File: config.mk
export PLATFORM = sky130hd
export DESIGN_NAME = game_sequencer
export DESIGN_NICKNAME = d
export VERILOG_FILES = /design/src/rtl/game_pkg.sv /design/src/rtl/edge_sync.sv /design/src/rtl/game_sequencer.sv
export SDC_FILE = /design/constraint.sdc
export NUM_CORES = 1
export LEC_CHECK = 0
export CORE_MARGIN = 2
export CORE_UTILIZATION = 50
export DETAILED_ROUTE_END_ITERATION = 8
export HOLD_SLACK_MARGIN = 0.15
export PLACE_DENSITY = 0.8
export RECOVER_POWER = 50
export SLEW_MARGIN = 25
export SYNTH_ARGS = -nofsm -noshare
export SYNTH_HDL_FRONTEND = slang
export SYNTH_SLANG_ARGS = --single-unit
File: constraint.sdc
create_clock -name clk -period 4.6 [get_ports clk]
set_input_delay 0.69 -clock clk [delete_from_list [all_inputs] [get_ports clk]]
set_output_delay 0.69 -clock clk [all_outputs]
set_load 0.02 [all_outputs]
File: src/rtl/game_pkg.sv
// Shared constants and phase encoding for the whack-a-mole sequencer.
// Everything here is imported by game_sequencer.
package game_pkg;
  localparam int NUM_MOLES     = 5;
  localparam int COUNTDOWN_SEC = 5;
  localparam int GAME_SEC      = 30;
  localparam int SCORE_W       = 6;
  localparam int SCORE_MAX     = 63;

  typedef enum logic [1:0] {
    PH_IDLE     = 2'd0,
    PH_PRESTART = 2'd1,
    PH_PLAY     = 2'd2,
    PH_DONE     = 2'd3
  } phase_e;
endpackage

File: src/rtl/edge_sync.sv
// Optional 2-flop synchronizer followed by a rising-edge pulse generator.
// With SYNC = 0 the input is assumed synchronous and only the edge stage is built.
module edge_sync #(
  parameter int W    = 1,
  parameter bit SYNC = 1'b1
) (
  input  logic         clk,
  input  logic         reset,
  input  logic [W-1:0] d,
  output logic [W-1:0] rise
);
  logic [W-1:0] level;
  logic [W-1:0] prev;

  generate
    if (SYNC) begin : g_sync
      logic [W-1:0] meta;
      logic [W-1:0] stable;
      always_ff @(posedge clk or posedge reset) begin
        if (reset) begin
          meta   <= '0;
          stable <= '0;
        end else begin
          meta   <= d;
          stable <= meta;
        end
      end
      assign level = stable;
    end else begin : g_nosync
      assign level = d;
    end
  endgenerate

  always_ff @(posedge clk or posedge reset) begin
    if (reset) prev <= '0;
    else       prev <= level;
  end

  assign rise = level & ~prev;
endmodule

File: src/rtl/game_sequencer.sv
// Whack-a-mole controller: countdown, timed play round with mole selection
// and hit scoring, then score hold. All outputs are registered.
//
// state       | meaning
// PH_IDLE     | waiting for start, display blank
// PH_PRESTART | counting down, display shows seconds left
// PH_PLAY     | mole lit, hits scored, display shows score
// PH_DONE     | round over, score held, game_over high
module game_sequencer #(
  parameter int NUM_MOLES     = game_pkg::NUM_MOLES,
  parameter int COUNTDOWN_SEC = game_pkg::COUNTDOWN_SEC,
  parameter int GAME_SEC      = game_pkg::GAME_SEC,
  parameter int SCORE_W       = game_pkg::SCORE_W,
  parameter int SCORE_MAX     = game_pkg::SCORE_MAX
) (
  input  logic                 clk,
  input  logic                 reset,
  input  logic                 tick_1hz,
  input  logic                 start,
  input  logic [2:0]           rand_val,
  input  logic [NUM_MOLES-1:0] switch_in,
  output logic [NUM_MOLES-1:0] mole,
  output logic [SCORE_W-1:0]   score,
  output logic [SCORE_W-1:0]   time_left,
  output logic [SCORE_W-1:0]   disp_value,
  output logic [1:0]           phase,
  output logic                 game_over
);
  import game_pkg::*;

  localparam int IDX_W = $clog2(NUM_MOLES);

  phase_e               state_q, state_d;
  logic [NUM_MOLES-1:0] sw_rise, mole_d, new_mole;
  logic [SCORE_W-1:0]   score_d, time_d, disp_d, score_inc;
  logic [IDX_W-1:0]     rand_idx, new_idx;
  logic                 start_rise, hit, last_tick;

  edge_sync #(.W(NUM_MOLES), .SYNC(1'b1)) u_sw_sync (
    .clk(clk), .reset(reset), .d(switch_in), .rise(sw_rise)
  );

  edge_sync #(.W(1), .SYNC(1'b0)) u_start_edge (
    .clk(clk), .reset(reset), .d(start), .rise(start_rise)
  );

  // Never relight the mole that is currently lit.
  always_comb begin
    rand_idx = IDX_W'(int'(rand_val) % NUM_MOLES);
    new_idx  = rand_idx;
    if (mole[rand_idx])
      new_idx = (rand_idx == IDX_W'(NUM_MOLES - 1)) ? '0 : rand_idx + IDX_W'(1);
    new_mole = NUM_MOLES'(1) << new_idx;
  end

  assign hit       = |(sw_rise & mole);
  assign last_tick = tick_1hz && (time_left == SCORE_W'(1));
  assign score_inc = (score == SCORE_W'(SCORE_MAX)) ? score : score + SCORE_W'(1);

  always_comb begin
    state_d = state_q;
    mole_d  = mole;
    score_d = score;
    time_d  = time_left;
    disp_d  = score;
    case (state_q)
      PH_IDLE: begin
        disp_d = '0;
        if (start_rise) begin
          state_d = PH_PRESTART;
          time_d  = SCORE_W'(COUNTDOWN_SEC);
        end
      end
      PH_PRESTART: begin
        disp_d = time_left;
        if (last_tick) begin
          state_d = PH_PLAY;
          time_d  = SCORE_W'(GAME_SEC);
          score_d = '0;
          mole_d  = new_mole;
        end else if (tick_1hz) begin
          time_d = time_left - SCORE_W'(1);
        end
      end
      PH_PLAY: begin
        if (hit) score_d = score_inc;
        if (last_tick) begin
          state_d = PH_DONE;
          mole_d  = '0;
          time_d  = '0;
        end else begin
          if (tick_1hz)        time_d = time_left - SCORE_W'(1);
          if (tick_1hz || hit) mole_d = new_mole;
        end
      end
      PH_DONE: begin
        if (start_rise) begin
          state_d = PH_PRESTART;
          time_d  = SCORE_W'(COUNTDOWN_SEC);
        end
      end
      default: state_d = PH_IDLE;
    endcase
  end

  always_ff @(posedge clk or posedge reset) begin
    if (reset) begin
      state_q    <= PH_IDLE;
      mole       <= '0;
      score      <= '0;
      time_left  <= '0;
      disp_value <= '0;
      game_over  <= 1'b0;
    end else begin
      state_q    <= state_d;
      mole       <= mole_d;
      score      <= score_d;
      time_left  <= time_d;
      disp_value <= disp_d;
      game_over  <= (state_d == PH_DONE);
    end
  end

  assign phase = state_q;
endmodule
==> results of run 1 <==
## worst min-delay path by stage
stage / from / end / cells past startpoint
floorplan: u_sw_sync.g_sync.meta[0]$_DFF_PP0_ / u_sw_sync.g_sync.stable[0]$_DFF_PP0_ / 0
global placement: u_sw_sync.g_sync.meta[1]$_DFF_PP0_ / u_sw_sync.g_sync.stable[1]$_DFF_PP0_ / 0
detailed placement: u_sw_sync.g_sync.meta[1]$_DFF_PP0_ / u_sw_sync.g_sync.stable[1]$_DFF_PP0_ / 0
CTS: u_sw_sync.g_sync.meta[1]$_DFF_PP0_ / u_sw_sync.g_sync.stable[1]$_DFF_PP0_ / 0
global route: u_sw_sync.g_sync.meta[2]$_DFF_PP0_ / u_sw_sync.g_sync.stable[2]$_DFF_PP0_ / 0
finish: u_sw_sync.g_sync.meta[4]$_DFF_PP0_ / u_sw_sync.g_sync.stable[4]$_DFF_PP0_ / 0
## flip-flops by register name (all words and copies together), names as in the netlist
| signal | cells |
|---|---|
| phase | 2 |
| game_over | 1 |
| u_sw_sync.g_sync.meta | 5 |
| mole | 5 |
| u_sw_sync.g_sync.stable | 5 |
| u_start_edge.prev | 1 |
| time_left | 6 |
| u_sw_sync.prev | 5 |
| disp_value | 6 |
| score | 6 |
## cells by family after synthesis
| group | share of synthesized area |
|---|---|
| simple gates | 0.219 |
| compound gates | 0.159 |
| flops | 0.478 |
| buf+inv | 0.0284 |
| fa+ha+maj | 0.0625 |
| xor+xnor | 0.0239 |
| mux | 0.0296 |
## critical path, stage by stage
cell             delay [ps]
clkdlybuf4s50_1         610
inv_1                   230
ha_1                    160
inv_1                    40
ha_1                    200
a21oi_2                 440
nand2b_1                220
a21boi_0                210
ha_1                    290
nor2_1                  110
a32oi_1                 130
o41ai_2                 350
## where the power goes
group / total, mW / internal, mW / switching [mW]
clock network: 0.237 / 0.107 / 0.130
logic: 0.771 / 0.338 / 0.433
registers: 0.547 / 0.451 / 0.0969
## layout make-up
class,instances,share of cell area
repair buffers,38,0.138
multi-input cells,155,0.403
well taps,52,0.0241
clock buffers,5,0.0255
flip-flops and latches,42,0.389
clock inverters,3,0.00787
inverters,9,0.0125
## routing by layer
layer	share of wire	vias to the layer above	GRT usage
met5	0	-	0
met4	0.016	0	0.0684
met3	0.047	7	0.0390
met2	0.45	42	0.256
met1	0.48	794	0.263
li1	-	838	-
## placed cells by master, fill, tap and decap left out, types with 7 or more instances in the layout
| cell | synthesis | layout |
|---|---|---|
| a21oi_1 | 11 | 11 |
| dfrtp_1 | 42 | 42 |
| nor2_1 | 12 | 12 |
| o21ai_0 | 8 | 8 |
| ha_1 | 11 | 11 |
| dlygate4sd3_1 | 0 | 7 |
| clkdlybuf4s50_1 | 0 | 30 |
| nand2b_1 | 7 | 7 |
| inv_1 | 9 | 9 |
| nand2_1 | 21 | 21 |
==> results.txt, run 1 <==
CP max FO = 13
Die Footprint = 4950 um^2
pin count of the biggest net entering global routing = 43
R2R Setup Slk = 2190 ps
R2R depth = 7
Detailed Place HPWL = 2.99 mm
Die Ht = 70.3 um
Critical Path Sink = mole[4]$_DFFE_PP0P_
startpoint types = input pin
maxcap violations = 1
HP Class = reg2reg
Via density = 5.53
hold_buf cts = 0
Setup Fix Bufs, Post-CTS = 0
WL/cell = 13.8 um
hold slack = 351 ps
row cnt = 24
global-route usage over all layers = 0.178
post-synth top area share = 0.478
PostCTS Resize Cnt = 0
area delta synth->final = 22.7%
GPL Wtd Cong = 0.802
relative slew slack = -0.394
vias in the first global route = 1509
Final Instance Count excl. Fillers = 304
max-slew violation count = 43
Clock Skew = 4.05 ps
pre-CTS setup slack = 848 ps
Ant. Diodes = 0
DP Area = 2620 um^2
status = complete, but fails checks
Horiz. Die Dim = 70.3 um
Critical Path RT = 4790 ps
Synth cell types = 52
maximum vdd drop = 360 uV
final setup violation count = 0
Top-Level Pins = 38
Data arrival, critical path = 3680 ps
first-pass GRT wire length = 7.01 mm
Post-synth EDFFs = 0
Tightest Pin Transition = 2090 ps
Routed WL = 4.19 mm
FILL cells = 375
critical path startpoint = rand_val[0]
P_leak = 1.15 nW
Core ar. = 4290 um^2
RSZ-0062 raised after global routing = false
register area share after synthesis = 0.478
TritonRoute pass-1 iters = 4
Port Buffers = 37
post-route clock period utilization = 0.759
failing checks = capacitance limit, slew limit
Synth area leaders = dfrtp_1 (48%), ha_1 (6.3%), nand2_1 (3.6%), a21oi_1 (2.5%), nand3b_1 (2.0%)
initial core utilization = 0.513
initial antenna violation count = 0
footprint of the multi-input gates = 1090 um^2
clk_lat worst skew = 290 ps
Reg2Reg Capture Point = score[4]$_DFFE_PP0P_
Post-Syn Area = 2200 um^2
share of cells above drive strength 1 = 0.0913
post-synth top area cell = dfrtp_1
Tmin final = 3490 ps
fmax = 0.286 GHz
worst r2r src = phase[0]$_DFF_PP0_
clk buf depth = 2
hold violation total from the final report = 0
clk sinks = 42
number of CTS-inserted buffers = 5
clock slew at reported path FFs = 80 ps
clock root cell = clkbuf_8
Main synth FF type = dfrtp_1
Pwr Total = 1.56 mW
Yosys reg bits = 42
Avg Cell Area, Syn = 10.4 um^2
critical path type = in2reg
CTS tree = done
fin util = 0.629
syn nets = 235
# DRC = 0
Pwr Density = 576 nW/um^2
GR Overflow Total = 0
nets = 274
synth warn = 0
Cells after Synth = 212
Placed Cells = 296
Vias = 1681
antenna-violating nets left = 0
setup ws final = 1110 ps
initial drt markers = 115
critical path endpoint category = flop
design area = 2700 um^2
htree depth = 2
setup_tns = 0 ps
share of flip-flops with an asynchronous set or reset = 1.00
count leader, synth = dfrtp_1
synth cell count leaders = dfrtp_1 (42), nand2_1 (21), nor2_1 (12), a21oi_1 (11), ha_1 (11)
register area = 1050 um^2
No activity file was read; power rests on OpenSTA's default activity.
==> run 2, diff against run 1 <==
clock period = 3.55 ns   (was 4.6 ns; I/O delays follow)
==> run 2 against run 1 <==
The run still ends with capacitance limit, slew limit left; critical path depth did not move; utilization rose by 1.5 points; power rose by 39%; critical path type unchanged; critical endpoint unchanged.
==> results.txt, run 2 (same netlist as run 1, synthesis figures left out) <==
status = complete, but fails checks
failing checks = capacitance limit, slew limit
hold_sp = u_sw_sync.g_sync.meta[1]$_DFF_PP0_
Core ar. = 4290 um^2
Die Footprint = 4950 um^2
critical path type = in2reg
R2R Setup Slk = 1040 ps
commonest non-fill, non-tap cell in the layout = dfrtp_1
cell family with most CP delay = compound AO/OA/AOI/OAI gates
HP Class = reg2reg
antenna-violating nets left = 0
hold violation total from the final report = 0
critical path startpoint = rand_val[0]
Data arrival, critical path = 3270 ps
number of CTS-inserted buffers = 5
Port Buffers = 37
PostCTS Resize Cnt = 0
area delta synth->final = 25.6%
TritonRoute pass-1 iters = 4
pin count of the biggest net entering global routing = 43
clk_lat worst skew = 290 ps
vias in the first global route = 1580
clock root cell = clkbuf_8
Top-Level Pins = 38
Ant. Diodes = 0
share of cells above drive strength 1 = 0.0984
critical-path cell list = clkdlybuf4s50_1 -> inv_1 -> ha_1 -> inv_1 -> ha_1 -> a21oi_2 -> nand2b_1 -> a21boi_0 -> ha_1 -> nor2_1 -> a32oi_1 -> o41ai_2
initial antenna violation count = 0
nets = 276
met2 routed wirelength = 1.97 mm
top layer in use = met4
Critical Path Max Stage Delay = 430 ps
post-route clock period utilization = 0.866
CP max FO = 12
Vias = 1732
top flop regs = disp_value x6, score x6, time_left x6
setup_tns = 0 ps
Critical Path RT = 3740 ps
Die Ht = 70.3 um
RSZ-0062 raised after global routing = false
WP buf/inv = 3
clk buf depth = 2
global-route usage over all layers = 0.182
Critical Path Sink = mole[4]$_DFFE_PP0P_
clock slew at reported path FFs = 80 ps
CTS tree = done
startpoint types = input pin
fin util = 0.644
GR Overflow Total = 0
hold_buf cts = 0
relative slew slack = -0.407
GPL Wtd Cong = 0.882
maximum vdd drop = 500 uV
Via density = 5.66
worst r2r src = phase[0]$_DFF_PP0_
Reg2Reg Capture Point = score[4]$_DFFE_PP0P_
critical path endpoint category = flop
final setup violation count = 0
Tightest Pin Transition = 2110 ps
row cnt = 24
clk sinks = 42
most frequent cells in the layout = dfrtp_1 (42), clkdlybuf4s50_1 (30), nand2_1 (21), nor2_1 (12)
Routed WL = 4.21 mm
P_leak = 1.19 nW
Setup Fix Bufs, Post-CTS = 0
first-pass GRT wire length = 7.12 mm
critical path depth in cells = 12
max-slew violation count = 43
# DRC = 0
Placed Cells = 298
fmax = 0.325 GHz
Pwr Density = 781 nW/um^2
WL/cell = 13.8 um
Final Instance Count excl. Fillers = 306
R2R depth = 7
Detailed Place HPWL = 3.03 mm
initial drt markers = 75
Tmin final = 3080 ps
CP max-delay cell = a21oi_2
htree depth = 2
Clock Skew = 7.38 ps
setup ws final = 474 ps
most frequent CP cell = ha_1
Horiz. Die Dim = 70.3 um
DRT met1 WL = 2.00 mm
FILL cells = 352
initial core utilization = 0.513
pre-CTS setup slack = 169 ps
maxcap violations = 1
DR WL met3 = 176 um
[run 2: changes by cell type in the layout (fill, tap and decap cells not counted), sizes merged]
cell,delta
buf,+2
bufinv,+2
clkinv,-1
clkinvlp,-1
[run 2: power breakdown]
group          switching, mW  internal [mW]
Sequential             0.128          0.584
Combinational          0.562          0.440
Clock                  0.162          0.282
Total                  0.852           1.31
[run 2: worst register-to-register path, cell delays in order (launching register included)]
cell and delay, ps:
dfrtp_1 430, inv_1 140, ha_1 470, nand2_1 120, o31ai_1 840, nor3b_1 160, xnor2_1 180, nor2_1 50
[run 2: area by class of cell]
class	count	area (um^2)	area share
inverters	9	33.8	0.0122
clock inverters	3	68.8	0.0249
flip-flops and latches	42	1050	0.380
well taps	52	65.1	0.0235
repair buffers	40	389	0.141
multi-input cells	155	1090	0.393
clock buffers	5	68.8	0.0249
[run 2: metal layers]
layer | track usage | up-vias
met3 | 0.0404 | 7
met1 | 0.248 | 839
met5 | 0 | -
met4 | 0.0705 | 0
li1 | - | 843
met2 | 0.282 | 43
[run 2: per-stage QoR]
step | total power [mW] | hold slack [ps] | area, um^2
floorplan | 1.38 | 331 | 2200
global placement | 1.70 | 332 | 2630
detailed placement | 1.72 | 336 | 2630
CTS | 2.17 | 354 | 2770
global route | 2.30 | 359 | 2760
finish | 2.16 | 348 | 2760
[run 2: how the worst min path moves through the flow]
stage,to,slack (ps),depth (start not counted)
6_report,u_sw_sync.g_sync.stable[1]$_DFF_PP0_,350,0
5_1_grt,u_sw_sync.g_sync.stable[3]$_DFF_PP0_,360,0
4_1_cts,u_sw_sync.g_sync.stable[3]$_DFF_PP0_,350,0
3_5_place_dp,u_sw_sync.g_sync.stable[3]$_DFF_PP0_,340,0
3_3_place_gp,u_sw_sync.g_sync.stable[0]$_DFF_PP0_,330,0
2_1_floorplan,u_sw_sync.g_sync.stable[0]$_DFF_PP0_,330,0
